==> src/rtl/bcd_stopwatch_pkg.sv <==
// Shared types and constants for the BCD stopwatch: FSM states, digit limits
// and the MM:SS ripple-increment helper.
package stopwatch_pkg;

  localparam int DIGIT_W = 4;

  localparam logic [DIGIT_W-1:0] SEC_ONES_MAX = 4'd9;
  localparam logic [DIGIT_W-1:0] SEC_TENS_MAX = 4'd5;
  localparam logic [DIGIT_W-1:0] MIN_ONES_MAX = 4'd9;
  localparam logic [DIGIT_W-1:0] MIN_TENS_MAX = 4'd5;

  typedef enum logic [1:0] {IDLE, RUN, PAUSED} sw_state_e;

  // Returns {rollover, next_value}; rollover is set when 59:59 goes to 00:00.
  function automatic logic [4*DIGIT_W:0] bcd_inc(input logic [4*DIGIT_W-1:0] v);
    logic [DIGIT_W-1:0] d0, d1, d2, d3;
    logic               c;
    d0 = v[3:0];
    d1 = v[7:4];
    d2 = v[11:8];
    d3 = v[15:12];
    c  = 1'b1;
    if (d0 == SEC_ONES_MAX) d0 = '0;
    else begin d0 = d0 + 4'd1; c = 1'b0; end
    if (c) begin
      if (d1 == SEC_TENS_MAX) d1 = '0;
      else begin d1 = d1 + 4'd1; c = 1'b0; end
    end
    if (c) begin
      if (d2 == MIN_ONES_MAX) d2 = '0;
      else begin d2 = d2 + 4'd1; c = 1'b0; end
    end
    if (c) begin
      if (d3 == MIN_TENS_MAX) d3 = '0;
      else begin d3 = d3 + 4'd1; c = 1'b0; end
    end
    return {c, d3, d2, d1, d0};
  endfunction

endpackage

==> src/rtl/bcd_stopwatch_key_debounce.sv <==
// One push-button path: 2-FF synchronizer, stability counter, debounced level
// and a single-cycle press pulse on the debounced high-to-low transition.
module key_debounce #(
  parameter int DB_CYC = 4
) (
  input  logic clk,
  input  logic rst_n,
  input  logic key_n,
  output logic press
);
  localparam int CW = (DB_CYC > 1) ? $clog2(DB_CYC) : 1;

  logic          sync1_q, sync2_q;
  logic [CW-1:0] cnt_q, cnt_d;
  logic          level_q, level_d;
  logic          press_q, press_d;

  always_comb begin
    cnt_d   = cnt_q;
    level_d = level_q;
    if (sync2_q == level_q) begin
      cnt_d = '0;
    end else if (cnt_q == CW'(DB_CYC - 1)) begin
      cnt_d   = '0;
      level_d = sync2_q;
    end else begin
      cnt_d = cnt_q + CW'(1);
    end
    press_d = level_q & ~level_d;
  end

  always_ff @(posedge clk or negedge rst_n) begin
    if (!rst_n) begin
      sync1_q <= 1'b1;
      sync2_q <= 1'b1;
      cnt_q   <= '0;
      level_q <= 1'b1;
      press_q <= 1'b0;
    end else begin
      sync1_q <= key_n;
      sync2_q <= sync1_q;
      cnt_q   <= cnt_d;
      level_q <= level_d;
      press_q <= press_d;
    end
  end

  assign press = press_q;

endmodule

==> src/rtl/bcd_stopwatch.sv <==
// MM:SS BCD stopwatch core for the seven-segment driver. Optional lap hold is
// enabled by defining STOPWATCH_LAP_EN.
module bcd_stopwatch
  import stopwatch_pkg::*;
#(
  parameter int CLK_HZ      = 50000000,
  parameter int TICK_HZ     = 1,
  parameter int DEBOUNCE_MS = 10
) (
  input  logic        CLOCK_50,
  input  logic        RESET_N,
  input  logic [1:0]  KEY,
`ifdef STOPWATCH_LAP_EN
  input  logic        KEY_LAP,
`endif
  output logic [15:0] digits,
  output logic        running,
  output logic        update,
  output logic        wrap
);
  localparam int TPC    = CLK_HZ / TICK_HZ;
  localparam int PW     = (TPC > 1) ? $clog2(TPC) : 1;
  localparam int DB_CYC = CLK_HZ / 1000 * DEBOUNCE_MS;
`ifdef STOPWATCH_LAP_EN
  localparam int NK = 3;
`else
  localparam int NK = 2;
`endif

  logic [NK-1:0] key_raw, key_press;

`ifdef STOPWATCH_LAP_EN
  assign key_raw = {KEY_LAP, KEY};
`else
  assign key_raw = KEY;
`endif

  for (genvar k = 0; k < NK; k++) begin : g_key
    key_debounce #(.DB_CYC(DB_CYC)) u_db (
      .clk  (CLOCK_50),
      .rst_n(RESET_N),
      .key_n(key_raw[k]),
      .press(key_press[k])
    );
  end

  logic sp, clr;
  assign sp  = key_press[1];
  assign clr = key_press[0];

  sw_state_e   state_q, state_d;
  logic [PW-1:0] presc_q, presc_d;
  logic [15:0] cnt_q, cnt_d, disp_q, disp_d;
  logic        running_q, running_d, update_q, update_d, wrap_q, wrap_d;
  logic        tick, roll;
  logic [16:0] inc;
`ifdef STOPWATCH_LAP_EN
  logic        hold_q, hold_d, rel;
  logic [15:0] hold_val_q, hold_val_d;
`endif

  assign tick = (state_q == RUN) && (presc_q == PW'(TPC - 1));
  assign inc  = bcd_inc(cnt_q);

  always_comb begin
    state_d = state_q;
    presc_d = presc_q;
    cnt_d   = cnt_q;
    roll    = 1'b0;
    case (state_q)
      IDLE: if (sp) state_d = RUN;
      RUN: begin
        // Clear overrides a coincident tick; start/pause still applies after it.
        if (clr) begin
          presc_d = '0;
          cnt_d   = '0;
        end else if (tick) begin
          presc_d = '0;
          cnt_d   = inc[15:0];
          roll    = inc[16];
        end else begin
          presc_d = presc_q + PW'(1);
        end
        if (sp) state_d = PAUSED;
      end
      PAUSED: begin
        if (clr) begin
          presc_d = '0;
          cnt_d   = '0;
          state_d = sp ? RUN : IDLE;
        end else if (sp) begin
          state_d = RUN;
        end
      end
      default: state_d = IDLE;
    endcase
    running_d = (state_d == RUN);

`ifdef STOPWATCH_LAP_EN
    hold_d     = hold_q;
    hold_val_d = hold_val_q;
    rel        = 1'b0;
    if (clr && state_q != IDLE) begin
      hold_d = 1'b0;
      rel    = hold_q;
    end else if (key_press[2]) begin
      if (hold_q) begin
        hold_d = 1'b0;
        rel    = 1'b1;
      end else if (state_q == RUN) begin
        hold_d     = 1'b1;
        hold_val_d = cnt_q;
      end
    end
    disp_d   = hold_d ? hold_val_d : cnt_d;
    update_d = !hold_d && (rel || disp_d != disp_q);
    wrap_d   = roll && !hold_d;
`else
    disp_d   = cnt_d;
    update_d = (disp_d != disp_q);
    wrap_d   = roll;
`endif
  end

  always_ff @(posedge CLOCK_50 or negedge RESET_N) begin
    if (!RESET_N) begin
      state_q    <= IDLE;
      presc_q    <= '0;
      cnt_q      <= '0;
      disp_q     <= '0;
      running_q  <= 1'b0;
      update_q   <= 1'b0;
      wrap_q     <= 1'b0;
`ifdef STOPWATCH_LAP_EN
      hold_q     <= 1'b0;
      hold_val_q <= '0;
`endif
    end else begin
      state_q    <= state_d;
      presc_q    <= presc_d;
      cnt_q      <= cnt_d;
      disp_q     <= disp_d;
      running_q  <= running_d;
      update_q   <= update_d;
      wrap_q     <= wrap_d;
`ifdef STOPWATCH_LAP_EN
      hold_q     <= hold_d;
      hold_val_q <= hold_val_d;
`endif
    end
  end

  assign digits  = disp_q;
  assign running = running_q;
  assign update  = update_q;
  assign wrap    = wrap_q;

endmodule

==> config.mk <==
export PLATFORM = sky130hd
export DESIGN_NAME = bcd_stopwatch
export DESIGN_NICKNAME = d
export VERILOG_FILES = /design/src/rtl/bcd_stopwatch_pkg.sv /design/src/rtl/bcd_stopwatch_key_debounce.sv /design/src/rtl/bcd_stopwatch.sv
export SDC_FILE = /design/constraint.sdc
export NUM_CORES = 1
export LEC_CHECK = 0
export BUFFER_PORTS_ARGS = -buffer_cell sky130_fd_sc_hd__buf_4
export CORE_ASPECT_RATIO = 1.1
export CORE_UTILIZATION = 39
export DETAILED_ROUTE_END_ITERATION = 10
export MAX_ROUTING_LAYER = met4
export PLACE_DENSITY = 0.53
export SETUP_SLACK_MARGIN = 0.5
export SYNTH_ARGS = -nofsm -noshare
export SYNTH_HDL_FRONTEND = slang
export SYNTH_SLANG_ARGS = --single-unit
==> constraint.sdc <==
create_clock -name CLOCK_50 -period 2.6 [get_ports CLOCK_50]
set_input_delay 0.26 -clock CLOCK_50 [delete_from_list [all_inputs] [get_ports CLOCK_50]]
set_output_delay 0.26 -clock CLOCK_50 [all_outputs]
set_load 0.03 [all_outputs]
# After elaboration in Yosys (flattened, before gate mapping)
# Cells that the tools add are included.
word_totals:
  elab_cells: 83
  ff_bits: 93
  output_inout_bits: 19
classes:
  add_sub_neg: 7
  reduce_logical: 4
  n_eq_ne: 14
  mux: 38
  n_bitwise: 4
op_table:
  columns: ["cell", "n"]
  rows:
  - ["$mux 26", 3]
  - ["$mux 19", 4]
  - ["$pmux 26 s2", 1]
  - ["$mux 16", 3]
  - ["$add 19x1->19 const B", 2]
  - ["$eq 19x19->1 const B", 2]
  - ["$pmux 16 s2", 1]
  - ["$mux 4", 7]
  - ["$add 26x1->26 const B", 1]
  - ["$eq 26x26->1 const B", 1]
  - ["$add 4x1->4 const B", 4]
  - ["$ne 16x16->1", 1]
  - ["$mux 1", 15]
  - ["$eq 4x3->1 const B", 2]
  - ["$eq 4x4->1 const B", 2]
  - ["$mux 2", 3]
  - ["$pmux 2 s3", 1]
  - ["$eq 2x1->1 const B", 2]
  - ["$and 1x1->1", 2]
  - ["$eq 1x1->1", 2]
  - ["$eq 2x2->1 const B", 1]
  - ["$logic_not 2->1", 1]
  - ["$ne 2x1->1 const B", 1]
  - ["$not 1->1", 2]
  - ["other kinds (3)", 3]

# Longest topological paths before layout
# Gate-level depths: netlist of the first run.
depth:
  word_depth: 9
  mapped_depth: 11
  ltp_nobuf: 9

# By module
# Synthesis of the first run repeated with hierarchy kept, for this count alone.
hier_totals:
  cells_unflattened: 583
  area_unflattened_um2: 5290.1
by_module_without_submodules:
  columns: ["module", "area_each_um2", "instances", "cells_per_inst"]
  rows:
  - ["bcd_stopwatch", 3045.4, 1, 363]
  - ["key_debounce", 1122.3, 2, 110]

# Worst setup path after synthesis of the first run
# Ideal clock, no wire load.
synth_path:
  path_kind: "reg-to-reg"
  startpoint: "register disp_q[9], in the netlist digits[9]"
  endpoint: "register update_q, in the netlist update"
  stages_incl_launch_ff: 11
  path_slack_ns: 0.214
  t_arrival_ns: 2.260
  path_buffers: 1
  t_required_ns: 2.474
  path_cell_list: "dfrtp_1 inv_1 ha_1 and3b_1 buf_2 o211ai_1 a22oi_1 or3_1 a32oi_1 nand3_1 a221o_1"
synth_via:
  elab_chain_cells: 8
  elab_cells_between_ends: 12
synth_rtl:
  columns: ["item", "line_no", "text"]
  rows:
  - ["from (decl)", "bcd_stopwatch.sv:53", "logic [15:0] cnt_q, cnt_d, disp_q, disp_d;"]
  - ["from (signal assigned)", "bcd_stopwatch.sv:142", "disp_q <= disp_d;"]
  - ["branches (longest 7 deep; another with $add 4x1->4)", null, null]
  - ["$ne 16x16->1 *", "bcd_stopwatch.sv:120", "update_d = (disp_d != disp_q);"]
  - ["net update_d", "bcd_stopwatch.sv:54", "logic running_q, running_d, update_q, update_d, wrap_q, wrap_d;"]
  - ["to (signal assigned)", "bcd_stopwatch.sv:144", "update_q <= update_d;"]
  - ["to (decl)", "bcd_stopwatch.sv:54", null]
# Mark *: on every way through the listed nets, which the timed path passes.
# A chain may end at the register's enable or synchronous reset.

# Worst setup path in the final report of the first run
layout_path:
  startpoint: "register state_q[0]"
  endpoint: "register update_q, in the netlist update"
layout_via:
  elab_chain_cells: 6
  elab_cells_between_ends: 7
layout_rtl:
  columns: ["item", "line_no", "text"]
  rows:
  - ["from (decl)", "bcd_stopwatch.sv:51", "sw_state_e state_q, state_d;"]
  - ["from (signal assigned)", "bcd_stopwatch.sv:139", "state_q <= state_d;"]
  - ["$eq 2x1->1", "bcd_stopwatch.sv:62, bcd_stopwatch.sv:70", null]
  - ["$logic_and 1x1->1", "bcd_stopwatch.sv:62", "assign tick = (state_q == RUN) && (presc_q == PW'(TPC - 1));"]
  - ["$mux 16", "bcd_stopwatch.sv:77", "end else if (tick) begin"]
  - ["$mux 16", "bcd_stopwatch.sv:74", "if (clr) begin"]
  - ["$pmux 16 s2 *", "bcd_stopwatch.sv:70", "case (state_q)"]
  - ["$ne 16x16->1 *", "bcd_stopwatch.sv:120", null]
  - ["net update_d", "bcd_stopwatch.sv:54", null]
# The timed path passes the listed nets; every way through them passes the cells marked *.

==> impl_metrics.toml, run 1 <==
[status]
status = "complete, but fails checks"
violations = "design-rule violations"

[place]
portBuffers = 22
gp_congestion = 0.911
place_hpwl_um = 7490
post-place-ws_ps = 185
placed_cells = 741
placed_cell_area_um2 = 5590

[synthesis]
synth_cell_types = 66
synth_warnings = 0
synth-main-ff-cell = "dfrtp_1"
ys_seq_area_share_pct = 45.0
yosys_register_bits = 93
synth_edf_count = 0
synthTopCellsByArea = "dfrtp_1, o21ai_0, nor2_1, nand2_1, ha_1"
synth_top_area_cell = "dfrtp_1"
synth_area_um2 = 5190
synthArstFlopShare_pct = 100
synth_top_area_share_pct = 42.0
syn_avg_cell_area_um2 = 9.07
netlist_instances = 572
synth_nets = 591

[worst_hold_path]
hp-class = "primary input to flip-flop"

[power]
power_density_nw_per_um2 = 448
total_power_mw = 2.97
ir_worst_vdd_mv = 0.366
p_leak_nw = 2.86

[final_layout]
fillers = 1175
diodes = 0
fin_nets = 656
post-route-cell-area_um2 = 6630
final_common_cell = "dfrtp_1"
syn2layout_area_growth_pct = 27.8
mostFrequentLayoutCells = "dfrtp_1, buf_4, nor2_1"
drive_gt1_share_pct = 29.9
final_util_pct = 51.8
stdcell_count = 799

[drt]
drt_iter0_markers = 230
routed_wl_um = 12300
drtPass1Iterations = 7
vias_per_cell = 5.53
drc = 5
ant_nets = 0
wl_per_cell_um = 15.4
vias = 4421

[floorplan]
start_util_pct = 40.5
core_um2 = 12800
placementRows = 43
die_area_um2 = 13800
io-pin-count = 23
die_w_um = 112
die_h_um = 123

[grt]
grt_pass1_vias = 4076
grt-ovfl-total = 0
antenna_found_initial = 0
grt_pass1_wl_um = 19400
grt_max_degree = 50
grtUsageTotal_pct = 18.0

[clock_network]
root_buffer = "clkbuf_16"
cts_buffers = 9
clk_pin_slew_ps = 70
cts.sinks = 93
tritoncts = "yes"
clk_path_buf_depth = 2
h-tree-depth = 3
clkLatencyLatePin_ps = 350

[sta]
worst_slew_pin_slew_ps = 692
rsz0062_at_grt = "true"
tns_ps = 0
hold_violations = 0
slew_viol_final = 0
fmaxAchievable_ghz = 0.435
setup_violations = 0
min_period_ps = 2300
slew_headroom_pct = 53.9
fin_crit_sh_pct = 88.4
final.setup_skew_ps = 8.48
holdWs_ps = 21.3
setup_slack_ps = 302

[worst_setup_path]
cpPeakStageDelay_ps = 550
start_kind = "flip-flop"
worst-path-buf-inv = 1
path_max_fanout = 4
cpLargestDelayFamily = "simple AND/OR/NAND/NOR gates"
worstPathRequired_ps = 2830
cp.arrival_ps = 2530
crit_slowest_cell = "or4_4"
setup.worst_path.end_class = "flip-flop"
crit_type = "flip-flop to flip-flop"
worstPathCellList = "inv_2 > ha_4 > and3b_2 > nand2_2 > a31oi_1 > or4_4 > nor3_2 > o2111ai_1 > a221o_1"

[run]
cap_violations = 0
timing repair:
| action | CTS | global route |
|---|---|---|
| resized for setup | 14 | 106 |
| setup buffers | 19 | 18 |
| endpoints found under the hold margin | 48 | 0 |
| pin swaps | 8 | 27 |
| hold buffers | 1 | 0 |
| setup endpoints to repair | 40 | 56 |
| gates cloned | 0 | 4 |
per-layer routing:
metal	wire length (um)	vias up	global-route usage [%]
li1	-	2175	-
met1	5810	2152	23.3
met2	5930	73	28.5
met3	363	21	2.70
met4	225	0	7.17
met5	0	-	-
cell usage after synthesis (all sizes together), types with 3 or more instances:
cell type	number
nand4	19
o21ai	70
buf	13
xnor2	11
nand3b	6
nand2b	9
nand3	30
nor2	71
a31oi	9
o211ai	4
or4	3
dfstp	6
nand2	62
dfrtp	87
and3b	6
nor4	8
xor2	20
o41ai	4
clkbuf	9
or3	9
a21oi	17
a21o	3
ha	15
nor3	14
and3	9
inv	17
o31ai	12
cell type report:
type | instances | area, um^2 | area share (%)
clock buffer | 10 | 239 | 3.61
timing repair buffer | 76 | 664 | 10.0
multi-input combinational | 440 | 3030 | 45.6
inverter | 17 | 63.8 | 0.963
tap | 157 | 196 | 2.96
sequential | 93 | 2350 | 35.5
clock inverter | 6 | 86.3 | 1.30
state kept, by name, indices dropped and copies added, names as in the netlist:
signal	count
g_key.u_db.level_q	2
g_key.u_db.cnt_q	38
g_key.u_db.sync2_q	2
g_key.u_db.press	2
running	1
state_q	2
update	1
digits	16
wrap	1
presc_q	26
g_key.u_db.sync1_q	2
logic make-up (layout without fill, tap and decap cells):
family	after synthesis	after routing	synth area share, %
AOI/OAI and AO/OA	132	132	15.1
xor gates and xnor gates	31	31	5.24
adders and majority gates	15	15	3.62
buffers and inverters	39	109	3.45
DFF	93	93	45.0
muxes	3	3	0.627
and+or+nand+nor	259	259	27.0
final timing paths:
check,from,to,slack (ps),cells past startpoint
max reg2reg,state_q[0],update,300,9
min,KEY[0],g_key[0].u_db.sync1_q,20,1
min reg2reg,g_key[1].u_db.sync1_q,g_key[1].u_db.sync2_q,360,0
min in group asynchronous,RESET_N,presc_q[17],510,2
max,state_q[0],update,300,9
max in group asynchronous,RESET_N,g_key[1].u_db.level_q,1350,3
power by group:
| group | internal (mW) | switching, mW |
|---|---|---|
| Sequential | 1.46 | 0.00877 |
| Combinational | 0.0164 | 0.0448 |
| Clock | 0.867 | 0.573 |
| Total | 2.34 | 0.626 |
Power figures use the tool's default switching activity.
==> run 2: changes to the inputs <==
- BUFFER_PORTS_ARGS: -buffer_cell sky130_fd_sc_hd__buf_4 -> -buffer_cell sky130_fd_sc_hd__buf_2
- PLACE_DENSITY: 0.53 -> 0.64
- clock period: 2.6 -> 2.8 ns (I/O delays scaled with it)
==> impl_metrics.toml, run 2 (synthesis gave the netlist of run 1 again) <==
[status]
status = "complete, but fails checks"
violations = "design-rule violations"

[sta]
tns_ps = 0
fmaxAchievable_ghz = 0.428
hold_violations = 0
worst_slew_pin_slew_ps = 672
setup_violations = 0
min_period_ps = 2340
fin_crit_sh_pct = 83.5
rsz0062_at_grt = "true"
slew_viol_final = 0
slew_headroom_pct = 55.2
final.setup_skew_ps = 7.33

[worst_setup_path]
path_max_fanout = 4
reg2reg_depth = 9
cpLargestDelayFamily = "simple AND/OR/NAND/NOR gates"
setup.worst_path.end_class = "flip-flop"
worstPathRequired_ps = 3030
crit_type = "flip-flop to flip-flop"
cpPeakStageDelay_ps = 520
worst-path-buf-inv = 1
cp.depth = 9
cp.arrival_ps = 2570
crit_slowest_cell = "or4_1"
start_kind = "flip-flop"
worstPathCellList = "inv_2 > ha_4 > and3b_2 > nand2_2 > a31oi_1 > or4_1 > nor3_2 > o2111ai_2 > a221o_1"

[worst_hold_path]
worstHoldPathCells = 1
hp-class = "primary input to flip-flop"

[final_layout]
fin_nets = 637
final_common_cell = "dfrtp_1"
largest_reg_flops = 38
mostFrequentLayoutCells = "dfrtp_1, nor2_1, nand2_1"
fillers = 1226
diodes = 0
drive_gt1_share_pct = 20.5
largest-register = "g_key.u_db.cnt_q"
stdcell_count = 780
syn2layout_area_growth_pct = 17.5

[clock_network]
clkLatencyLatePin_ps = 350
h-tree-depth = 3
cts_buffers = 9
root_buffer = "clkbuf_16"
clk_pin_slew_ps = 70
cts.sinks = 93
clk_path_buf_depth = 2
tritoncts = "yes"

[drt]
vias_per_cell = 5.64
drtPass1Iterations = 8
wl_per_cell_um = 14.5
drc = 2
routed_wl_um = 11300
ant_nets = 0
vias = 4397
drt_iter0_markers = 296

[grt]
antenna_found_initial = 0
grtUsageTotal_pct = 18.1
grt-ovfl-total = 0
grt_pass1_wl_um = 19400
grt_max_degree = 50
grt_pass1_vias = 4238

[floorplan]
io-pin-count = 23
die_h_um = 123
core_um2 = 12800
die_area_um2 = 13800
die_w_um = 112
placementRows = 43
start_util_pct = 40.5

[power]
p_leak_nw = 2.64
power_density_nw_per_um2 = 450
ir_worst_vdd_mv = 0.409

[place]
placed_cells = 740
portBuffers = 22
place_hpwl_um = 7510
gp_congestion = 0.860

[run]
cap_violations = 0
==> run 2: final cells by class <==
class / instances / area, um^2 / share of cell area, %
multi-input combinational: 441 / 2770 / 45.5
clock buffer: 10 / 239 / 3.92
inverter: 17 / 63.8 / 1.05
sequential: 93 / 2340 / 38.4
clock inverter: 6 / 86.3 / 1.42
timing repair buffer: 56 / 390 / 6.41
tap: 157 / 196 / 3.22
==> run 2: path summary, 6_finish.rpt <==
| path | start | endpoint | slack (ps) |
|---|---|---|---|
| max | state_q[1] | update | 460 |
| min | KEY[0] | g_key[0].u_db.sync1_q | 30 |
| max reg2reg | state_q[1] | update | 460 |
| min reg2reg | g_key[0].u_db.sync1_q | g_key[0].u_db.sync2_q | 360 |
| max in group asynchronous | RESET_N | digits[9] | 1800 |
| min in group asynchronous | RESET_N | g_key[0].u_db.cnt_q[14] | 340 |
==> run 2: where the power goes <==
part	leakage (nW)	switching (mW)	internal (mW)
Sequential	1.26	0.00865	1.36
Combinational	1.21	0.0411	0.0153
Clock	0.158	0.516	0.805
==> run 2: metrics by stage <==
stage	util, %	hold WS [ps]	power (mW)	cell area (um^2)	setup slack (ps)
3_5_place_dp	42.8	166	1.45	5480	249
4_1_cts	46.4	15.0	2.78	5940	503
3_3_place_gp	42.8	166	1.45	5480	356
2_1_floorplan	-	-15.6	1.41	5190	504
5_1_grt	47.6	25.3	2.83	6090	392
6_report	47.6	30.0	2.74	6090	463
==> run 2: per-layer routing <==
layer / vias up / GRT usage [%] / routed length, um
li1: 2141 / - / -
met1: 2141 / 21.9 / 5220
met2: 94 / 29.5 / 5420
met3: 21 / 3.43 / 433
met4: 0 / 8.25 / 251
met5: - / - / 0
==> run 2: what timing repair did <==
item | in CTS | in global routing
hold endpoints to repair | 15 | 0
setup endpoints to repair | 30 | 25
pin swaps | 2 | 8
cloned | 0 | 1
gates resized for setup | 15 | 14
buffers inserted | 9 | 13
hold buffers | 1 | 0
